File: src/rtl/sync_fifo_ctrl.sv
// sync_fifo_ctrl: single-clock FIFO built from a register array, wrap-around
// read/write pointers and an occupancy counter.
//
// Ports:
//   clk          rising-edge clock for all state
//   rst          synchronous active-high reset (pointers, count, outputs)
//   data_in      write data
//   wr_en        write request
//   rd_en        read request
//   data_out     read data, registered, one-cycle latency; holds when idle
//   wr_ack       registered: write accepted on the previous edge
//   overflow     registered: write rejected on the previous edge (full)
//   underflow    registered: read rejected on the previous edge (empty)
//   full         count == FIFO_DEPTH
//   almostfull   count == FIFO_DEPTH-1
//   empty        count == 0
//   almostempty  count == 1
//   count        current occupancy
module sync_fifo_ctrl #(
   parameter int unsigned FIFO_WIDTH = 16,
   parameter int unsigned FIFO_DEPTH = 8
) (
   input  logic                          clk,
   input  logic                          rst,
   input  logic [FIFO_WIDTH-1:0]         data_in,
   input  logic                          wr_en,
   input  logic                          rd_en,
   output logic [FIFO_WIDTH-1:0]         data_out,
   output logic                          wr_ack,
   output logic                          overflow,
   output logic                          underflow,
   output logic                          full,
   output logic                          almostfull,
   output logic                          empty,
   output logic                          almostempty,
   output logic [$clog2(FIFO_DEPTH):0]   count
);

   localparam int unsigned PTR_W = $clog2(FIFO_DEPTH);
   localparam int unsigned CNT_W = PTR_W + 1;

   logic [FIFO_WIDTH-1:0] mem [FIFO_DEPTH];
   logic [PTR_W-1:0]      wr_ptr;
   logic [PTR_W-1:0]      rd_ptr;
   logic                  wr_acc;
   logic                  rd_acc;

   // Status flags come straight from the occupancy counter.
   always_comb begin
      full        = (count == CNT_W'(FIFO_DEPTH));
      almostfull  = (count == CNT_W'(FIFO_DEPTH - 1));
      empty       = (count == '0);
      almostempty = (count == CNT_W'(1));
   end

   // A write into a full FIFO is still taken when a read frees a slot on the same edge.
   always_comb begin
      wr_acc = wr_en & (~full | rd_en);
      rd_acc = rd_en & ~empty;
   end

   // Storage array; intentionally not reset, empty gates every read.
   always_ff @(posedge clk) begin
      if (wr_acc && !rst) begin
         mem[wr_ptr] <= data_in;
      end
   end

   // Write pointer with explicit wrap so non-power-of-two depths work.
   always_ff @(posedge clk) begin
      if (rst) begin
         wr_ptr <= '0;
      end else if (wr_acc) begin
         if (wr_ptr == PTR_W'(FIFO_DEPTH - 1)) begin
            wr_ptr <= '0;
         end else begin
            wr_ptr <= wr_ptr + PTR_W'(1);
         end
      end
   end

   // Read pointer and registered read data.
   always_ff @(posedge clk) begin
      if (rst) begin
         rd_ptr   <= '0;
         data_out <= '0;
      end else if (rd_acc) begin
         data_out <= mem[rd_ptr];
         if (rd_ptr == PTR_W'(FIFO_DEPTH - 1)) begin
            rd_ptr <= '0;
         end else begin
            rd_ptr <= rd_ptr + PTR_W'(1);
         end
      end
   end

   // Occupancy: a simultaneous accepted read and write cancel out.
   always_ff @(posedge clk) begin
      if (rst) begin
         count <= '0;
      end else begin
         case ({wr_acc, rd_acc})
            2'b10:   count <= count + CNT_W'(1);
            2'b01:   count <= count - CNT_W'(1);
            default: count <= count;
         endcase
      end
   end

   // Handshake and error strobes, each describing the previous edge's request.
   always_ff @(posedge clk) begin
      if (rst) begin
         wr_ack    <= 1'b0;
         overflow  <= 1'b0;
         underflow <= 1'b0;
      end else begin
         wr_ack    <= wr_acc;
         overflow  <= wr_en & full & ~rd_en;
         underflow <= rd_en & empty;
      end
   end

endmodule

File: config.mk
export PLATFORM = sky130hd
export DESIGN_NAME = sync_fifo_ctrl
export DESIGN_NICKNAME = d
export VERILOG_FILES = /design/src/rtl/sync_fifo_ctrl.sv
export SDC_FILE = /design/constraint.sdc
export NUM_CORES = 1
export LEC_CHECK = 0
export CAP_MARGIN = 10
export CORE_UTILIZATION = 45
export DETAILED_ROUTE_END_ITERATION = 7
export HOLD_SLACK_MARGIN = 0.03
export SYNTH_ARGS = -nofsm -noshare
export SYNTH_HDL_FRONTEND = slang
export SYNTH_SLANG_ARGS = --single-unit
File: constraint.sdc
create_clock -name clk -period 7.2 [get_ports clk]
set_input_delay 1.44 -clock clk [delete_from_list [all_inputs] [get_ports clk]]
set_output_delay 1.44 -clock clk [all_outputs]
set_load 0.005 [all_outputs]
[Word level (Yosys, flattened, before mapping)]
Memories as Yosys holds them, arrays and structs flattened. A register that Yosys moved wholly into a read port is not among the register bits.
Index checks and enable logic that the tools add are counted.
Word-level totals
  register bits after elaboration: 13
  RAM bits: 128
  bits of input ports: 20
  word-level logic and storage cells: 36
  memories kept: 1
Operators by class
  add/subtract/negate cells: 4
  equal/unequal tests: 7
  multiplexer cells: 5
  bitwise gates (word level): 9
  reduce and logical (&&, ||, !) cells: 4
Memory list
  mem: depth 8, bits a word 16, read ports 1, clocked after memory_dff 1, write ports 1, RTL line 42  | logic [FIFO_WIDTH-1:0] mem [FIFO_DEPTH];
Operators by type and width (count)
  one-hot mux 4 bit (2 select lines): 1
  adder 3 x 1 -> 3 bit, second input constant: 2
  equality test 3 bit, second input constant: 2
  2-to-1 mux 3 bit: 2
  AND 1 bit: 5
  adder 4 x 1 -> 4 bit, second input constant: 1
  equality test 4 x 1 -> 1 bit, second input constant: 1
  equality test 4 x 3 -> 1 bit, second input constant: 1
  equality test 4 bit, second input constant: 1
  logical NOT 4 bit: 1
  subtractor 4 x 1 -> 4 bit, second input constant: 1
  NOT 1 bit: 3
  equality test 2 x 1 -> 1 bit, second input constant: 1
  equality test 2 bit, second input constant: 1
  2-to-1 mux 1 bit: 2
  nonzero test 2 bit: 1
  logical AND 1 bit: 1
  logical NOT 1 bit: 1
  bitwise OR 1 bit: 1

[Logic depth before layout (Yosys ltp)]
Gate-level depths: netlist (run 1).
  depth in word-level cells: 7
  gate-level depth with buffers: 11
  gate-level depth less buffers: 10

[Worst setup path before layout (run 1)]
No wires, ideal clock.
  path kind: input port to flip-flop
  start point: input rd_en
  end point: memory mem[1][0], enable pin
  library setup time: 0.409 ns
  data arrival time: 3.303 ns
  setup slack: 3.487 ns
  stages on the path: 4
  buffers on the path: 1
  cells stage by stage: clkbuf_2 o21ai_2 or3b_1 nor3_1
On the way
  word-level cells in the longest chain between the ends: 5
RTL lines
  start: declaration: RTL line 27  | input logic rd_en,
  bitwise OR 1 bit: RTL line 58  | wr_acc = wr_en & (~full | rd_en);
  AND 1 bit: RTL line 58
  logical AND 1 bit: RTL line 64  | if (wr_acc && !rst) begin
  2-to-1 mux 1 bit: RTL line 64
  2-to-1 mux 1 bit (not written as such): RTL line 65  | mem[wr_ptr] <= data_in;
  end: declaration: RTL line 42
No other way between the ends.

[Final worst setup path (run 1)]
  start point: input rst
  end point: memory mem[4][8], enable pin
On the way
  word-level cells in the longest chain between the ends: 4
RTL lines
  start: declaration: RTL line 24  | input logic rst,
  logical NOT 1 bit: RTL line 64
  logical AND 1 bit: RTL line 64
  2-to-1 mux 1 bit: RTL line 64
  2-to-1 mux 1 bit (not written as such): RTL line 65
No other way between the ends.

==> results_dict.tcl, run 1 <==
set metrics [dict create \
    hpwl_mm 6.63 \
    rsz0062_at_grt "false" \
    wirelength_mm 11.8 \
    end_kind "register" \
    dr_total_vias 3301 \
    arrival_ps 3830 \
    grt_use_met3 0.0463 \
    p_int_mw 1.88 \
    cts_resized 0 \
    die_h_um 118 \
    holdWs_ps 462 \
    synth-compound-area-share 0.0794 \
    area.growth.synth_to_final_pct 21.1 \
    busiest_layer "met2" \
    final_antenna_net_count 0 \
    numCtsBuffers 17 \
    dieArea_mm2 0.0140 \
    max_slew.worst_pin.slew_ps 1180 \
    fmax_ghz 0.270 \
    most-common-layout-cells "edfxtp_1 (128), mux2i_1 (66), clkdlybuf4s50_1 (46)" \
    grt_pass1_wl_mm 18.5 \
    synth_edf_count 128 \
    synth_top_family_by_area "multiplexers" \
    setup_viol 0 \
    p_sw_frac 0.240 \
    grt_usage 0.184 \
    ir_drop_mv 0.184 \
    fillers 1026 \
    hold_class "reg -> reg" \
    clock_path_buffers 2 \
    postSynthNetCount 392 \
    grt_max_degree 68 \
    max_slew_margin 0.213 \
    slew_violations 0 \
    crit_path_max_incr_delay_ps 720 \
    async_reset_ff_frac 0 \
    period_share 0.515 \
    clockPowerShare 0.387 \
    avgRoutedWirePerCell_um 19.4 \
    fin_tns_setup_ps 0 \
    placed_area_mm2 0.00672 \
    crit_type "in -> reg" \
    antenna_found_initial 0 \
    powerDensity_mw_per_mm2 336 \
    grt_pass1_vias 3345 \
    initial_core_util 0.461 \
    synth_area_per_cell_um2 16.7 \
    critPathTopFamily "simple AND/OR/NAND/NOR gates" \
    grt.overflow.total 0 \
    hold_violations 0 \
    synth_simple_gate_area_frac 0.0399 \
    htreeDepth 4 \
    layout_min_cycle_time_ps 3710 \
    viasPerCell 5.44 \
    p_seq_frac 0.458 \
    die-width_um 118 \
    dr.pass1.iters 4 \
    nets 446 \
    place.gp.congestion 0.726 \
    combPwrFrac 0.156 \
    io-pin-count 47 \
    crit_buf_inv 2 \
    startpoint_type "primary input" \
    n_antenna_cell 0 \
    synth-main-ff-cell "edfxtp_1" \
    synth_fa_ha_area_frac 0.0165 \
    clockRootBuffer "clkbuf_16" \
    crit_slowest_cell "nor2_1" \
    met2_usage 0.301 \
    ys_warn_count 0 \
    p_total_mw 2.47 \
    coreArea_mm2 0.0132 \
    ys_ff_latch 157 \
    yosysSeqAreaShare 0.728 \
    grt.met1_usage 0.230 \
    num_rows 42 \
    synth.mux.area_fraction 0.109 \
    status "complete, no violations" \
    tritoncts "built" \
    synth_area_mm2 0.00608 \
    drt_iter0_markers 162 \
    clk_latency_ps 420 \
    drc 0 \
    drv_cap 0 \
    required_ps 7330 \
    cts_setup_buffers 0 \
    hold_buffers 0 \
    cp_max_fo 14 \
    worstPathCellList "clkdlybuf4s50_1 > nand2b_1 > o21ba_2 > nand2b_1 > nor2_1 > buf_4" \
    clock_sinks 157 \
    ys_types 36 \
    synth_cells 364 \
    r2r_slack_ps 4480 \
    io_buffers 46 \
    worst_path_most_repeated_cell "nand2b_1" \
    fin_area_mm2 0.00736 \
    drive_gt1_frac 0.111 \
    skew_ps 9.93 \
    p_sw_uw 592 \
    final_common_cell "edfxtp_1" \
    p_leak_nw 2.40 \
    clkTransAtPathRegs_ps 60 \
    synth_xor_area_frac 0.00432 \
]
power groups by stage:
stage	Clock, mW	Combinational (mW)	Sequential (mW)
after detailed placement	0	0.389	1.15
final	0.955	0.385	1.13
after CTS	0.973	0.390	1.13
after global placement	0	0.387	1.15
after global routing	1.01	0.421	1.15
after floorplan	0	0.306	1.08
through the flow:
step,utilization,setup WS (ps),std cells
finish,0.558,3490,607
detailed placement,0.510,3020,575
global route,0.558,3350,607
global placement,0.510,3140,575
floorplan,-,3490,364
CTS,0.558,3460,607
cells by family after synthesis:
| logic type | after synthesis |
|---|---|
| AOI/OAI and AO/OA | 60 |
| xor gates and xnor gates | 3 |
| adders and majority gates | 8 |
| buffers and inverters | 25 |
| DFF | 157 |
| muxes | 66 |
| and+or+nand+nor | 45 |
metal layers:
metal / wire length (um) / up-vias
li1: - / 1550
met1: 5320 / 1664
met2: 5800 / 65
met3: 383 / 22
met4: 253 / 0
met5: 0 / -
Yosys cell counts, types with 4 or more instances:
library cell	n	area, um2
buf_4	5	37.5
dfxtp_1	29	581
a22oi_1	32	240
a21oi_1	7	35.0
ha_1	8	100
clkbuf_1	5	18.8
buf_2	5	25.0
a32o_1	16	160
nor2_1	13	48.8
edfxtp_1	128	3840
inv_1	4	15.0
nand2_1	8	30.0
mux2i_1	66	661
nand2b_1	5	31.3
cell type report:
class,count,area (um2),share of cell area
Sequential cell,157,4430,0.602
Multi-Input combinational cell,182,1530,0.208
Timing Repair Buffer,55,528,0.0717
Clock buffer,19,443,0.0602
Tap cell,176,220,0.0299
Clock inverter,13,195,0.0265
Inverter,5,18.8,0.00255
worst reg2reg max path, cell delays in order (launching register included):
cell	delay, ps
dfxtp_1	450
inv_1	80
ha_1	220
nand3b_1	180
o21ai_2	130
or3b_1	460
nor2_1	560
buf_4	330
flip-flops by register name (all words and copies together), names as in the netlist:
register,count
overflow,1
data_out,16
mem,128
wr_ack,1
count,4
rd_ptr,3
wr_ptr,3
underflow,1
worst paths after layout:
path / start / to / cells after the start
setup / recovery: rst / mem[4][8]$_DFFE_PP_ / 6
hold / removal: data_out[8]$_SDFFE_PP0P_ / data_out[8]$_SDFFE_PP0P_ / 1
setup reg to reg: count[0]$_SDFFE_PP0P_ / mem[5][12]$_DFFE_PP_ / 7
hold reg to reg: data_out[8]$_SDFFE_PP0P_ / data_out[8]$_SDFFE_PP0P_ / 1
(Power assumes the default switching activity.)
==> inputs of run 2 (changes only) <==
--- a/config.mk
+++ b/config.mk
@@ -9,6 +9,7 @@
 export CORE_UTILIZATION = 45
 export DETAILED_ROUTE_END_ITERATION = 7
 export HOLD_SLACK_MARGIN = 0.03
+export PLACE_DENSITY = 0.67
 export SYNTH_ARGS = -nofsm -noshare
 export SYNTH_HDL_FRONTEND = slang
 export SYNTH_SLANG_ARGS = --single-unit
==> constraint.sdc (replaced) <==
create_clock -name clk -period 3.3 [get_ports clk]
set_input_delay 0.66 -clock clk [delete_from_list [all_inputs] [get_ports clk]]
set_output_delay 0.66 -clock clk [all_outputs]
set_load 0.005 [all_outputs]
==> results_dict.tcl, run 2 (synthesis results as in run 1) <==
set metrics [dict create \
    required_ps 2640 \
    place.gp.congestion 0.756 \
    io-pin-count 47 \
    drive_gt1_frac 0.123 \
    dieArea_mm2 0.0140 \
    hpwl_mm 6.85 \
    grt_pass1_wl_mm 18.1 \
    final_antenna_net_count 0 \
    hold_class "reg -> reg" \
    skew_ps 4.84 \
    clock_path_buffers 2 \
    powerDensity_mw_per_mm2 731 \
    numCtsBuffers 17 \
    initial_core_util 0.461 \
    wirelength_mm 11.7 \
    cts_setup_buffers 0 \
    clockRootBuffer "clkbuf_16" \
    r2r_start "count[0]$_SDFFE_PP0P_" \
    p_int_mw 4.14 \
    crit_buf_inv 3 \
    coreArea_mm2 0.0132 \
    clockPowerShare 0.386 \
    violations "design-rule violations" \
    grt_pass1_vias 3326 \
    avgRoutedWirePerCell_um 19.1 \
    clock_sinks 157 \
    largestRegisters "mem x128, data_out x16, count x4" \
    period_share 0.855 \
    p_sw_mw 1.29 \
    arrival_ps 2160 \
    clkTransAtPathRegs_ps 60 \
    cp_num_cells 5 \
    r2r_slack_ps 810 \
    setup_viol 0 \
    viasPerCell 5.43 \
    grt_usage 0.178 \
    p_sw_frac 0.238 \
    cts_resized 0 \
    r2r-end "count[3]$_SDFFE_PP0P_" \
    fin_tns_setup_ps 0 \
    hold_violations 0 \
    p_seq_frac 0.445 \
    status "finished, violations left" \
    startpoint_type "register" \
    layout_min_cycle_time_ps 2820 \
    fmax_ghz 0.355 \
    grt_max_degree 44 \
    cp-startpoint "count[1]$_SDFFE_PP0P_" \
    final_common_cell "edfxtp_1" \
    max_slew.worst_pin.slew_ps 873 \
    n_antenna_cell 0 \
    drc 1 \
    drt_iter0_markers 250 \
    rsz0062_at_grt "false" \
    critPathTopFamily "buffers and inverters" \
    ff2ff_path_depth 10 \
    clk_latency_ps 420 \
    p_leak_nw 2.45 \
    end_kind "output port" \
    combPwrFrac 0.169 \
    ir_drop_mv 0.446 \
    dr.pass1.iters 6 \
    tritoncts "built" \
    die-width_um 118 \
    crit_type "reg -> out" \
    most-common-layout-cells "edfxtp_1 (128), mux2i_1 (66), clkdlybuf4s50_1 (46)" \
    crit_path_max_incr_delay_ps 500 \
    largest_register "mem" \
    p_total_mw 5.43 \
    largest_reg_flops 128 \
    antenna_found_initial 0 \
    io_buffers 46 \
    dr_total_vias 3336 \
    worstPathCellList "inv_1 > ha_1 > or3b_1 > inv_2 > clkdlybuf4s50_1" \
    max_slew_margin 0.418 \
    htreeDepth 4 \
    slew_violations 0 \
    die_h_um 118 \
    nets 453 \
    hold_buffers 0 \
    area.growth.synth_to_final_pct 22.2 \
    drv_cap 0 \
    num_rows 42 \
    cp_max_fo 6 \
    endpoint "empty" \
    grt.overflow.total 0 \
    crit_slowest_cell "clkdlybuf4s50_1" \
]
## run 2: cell count changes in the layout (fill, tap and decap cells not counted)
cell        change
nor2b_2         -2
clkinv_4        +2
clkinvlp_4      -3
clkbuf_8        +1
buf_4           +6
buf_12          +1
clkinv_1        -1
clkinv_2        +1
nor2b_1         +2
## run 2: worst register-to-register path, cell delays in order, from the launching register on
cell and delay [ps]:
dfxtp_1 440, inv_1 70, ha_1 220, or3b_1 330, nand2_1 170, inv_1 100, ha_1 220, or4b_1 450
a21oi_1 180, xnor2_1 140, nor2_1 60
## run 2: worst min path at each step
stage                               from  slack, ps  depth (start not counted)                   endpoint
6_report       data_out[10]$_SDFFE_PP0P_        460                          1  data_out[10]$_SDFFE_PP0P_
5_1_grt         data_out[8]$_SDFFE_PP0P_        480                          1   data_out[8]$_SDFFE_PP0P_
4_1_cts        data_out[10]$_SDFFE_PP0P_        470                          1  data_out[10]$_SDFFE_PP0P_
3_5_place_dp   data_out[10]$_SDFFE_PP0P_        450                          1  data_out[10]$_SDFFE_PP0P_
3_3_place_gp    data_out[7]$_SDFFE_PP0P_        450                          1   data_out[7]$_SDFFE_PP0P_
2_1_floorplan     wr_ptr[0]$_SDFFE_PP0P_        460                          2     wr_ptr[0]$_SDFFE_PP0P_
## run 2: layer usage
layer	vias to the layer above	routed length [um]	track usage
met5	-	0	0
met4	0	218	0.0793
met3	20	429	0.0420
met2	78	6090	0.297
met1	1674	4960	0.219
li1	1564	-	-
## run 2: metrics by stage
stage / worst slack, ps / hold WS (ps) / instance area (um2) / std cells / utilization
final: 480 / 463 / 7430 / 614 / 0.563
after global routing: 402 / 485 / 7430 / 614 / 0.563
after CTS: 457 / 467 / 7430 / 614 / 0.563
after detailed placement: 450 / 453 / 6780 / 582 / 0.514
after global placement: 506 / 449 / 6780 / 582 / 0.514
after floorplan: 367 / 465 / 6080 / 364 / -
## run 2: cell type report
class | instances | area, um2
multi-input combinational | 182 | 1520
fill | 1017 | 5760
sequential | 157 | 4430
clock buffer | 20 | 457
clock inverter | 12 | 191
inverter | 5 | 18.8
timing repair buffer | 62 | 593
tap | 176 | 220
## run 2: power groups by stage
stage | Combinational [mW] | Clock (mW) | Sequential, mW
after floorplan | 0.668 | 0 | 2.36
after global placement | 0.898 | 0 | 2.46
after detailed placement | 0.918 | 0 | 2.46
after CTS | 0.923 | 2.13 | 2.42
after global routing | 0.990 | 2.21 | 2.44
final | 0.916 | 2.10 | 2.42
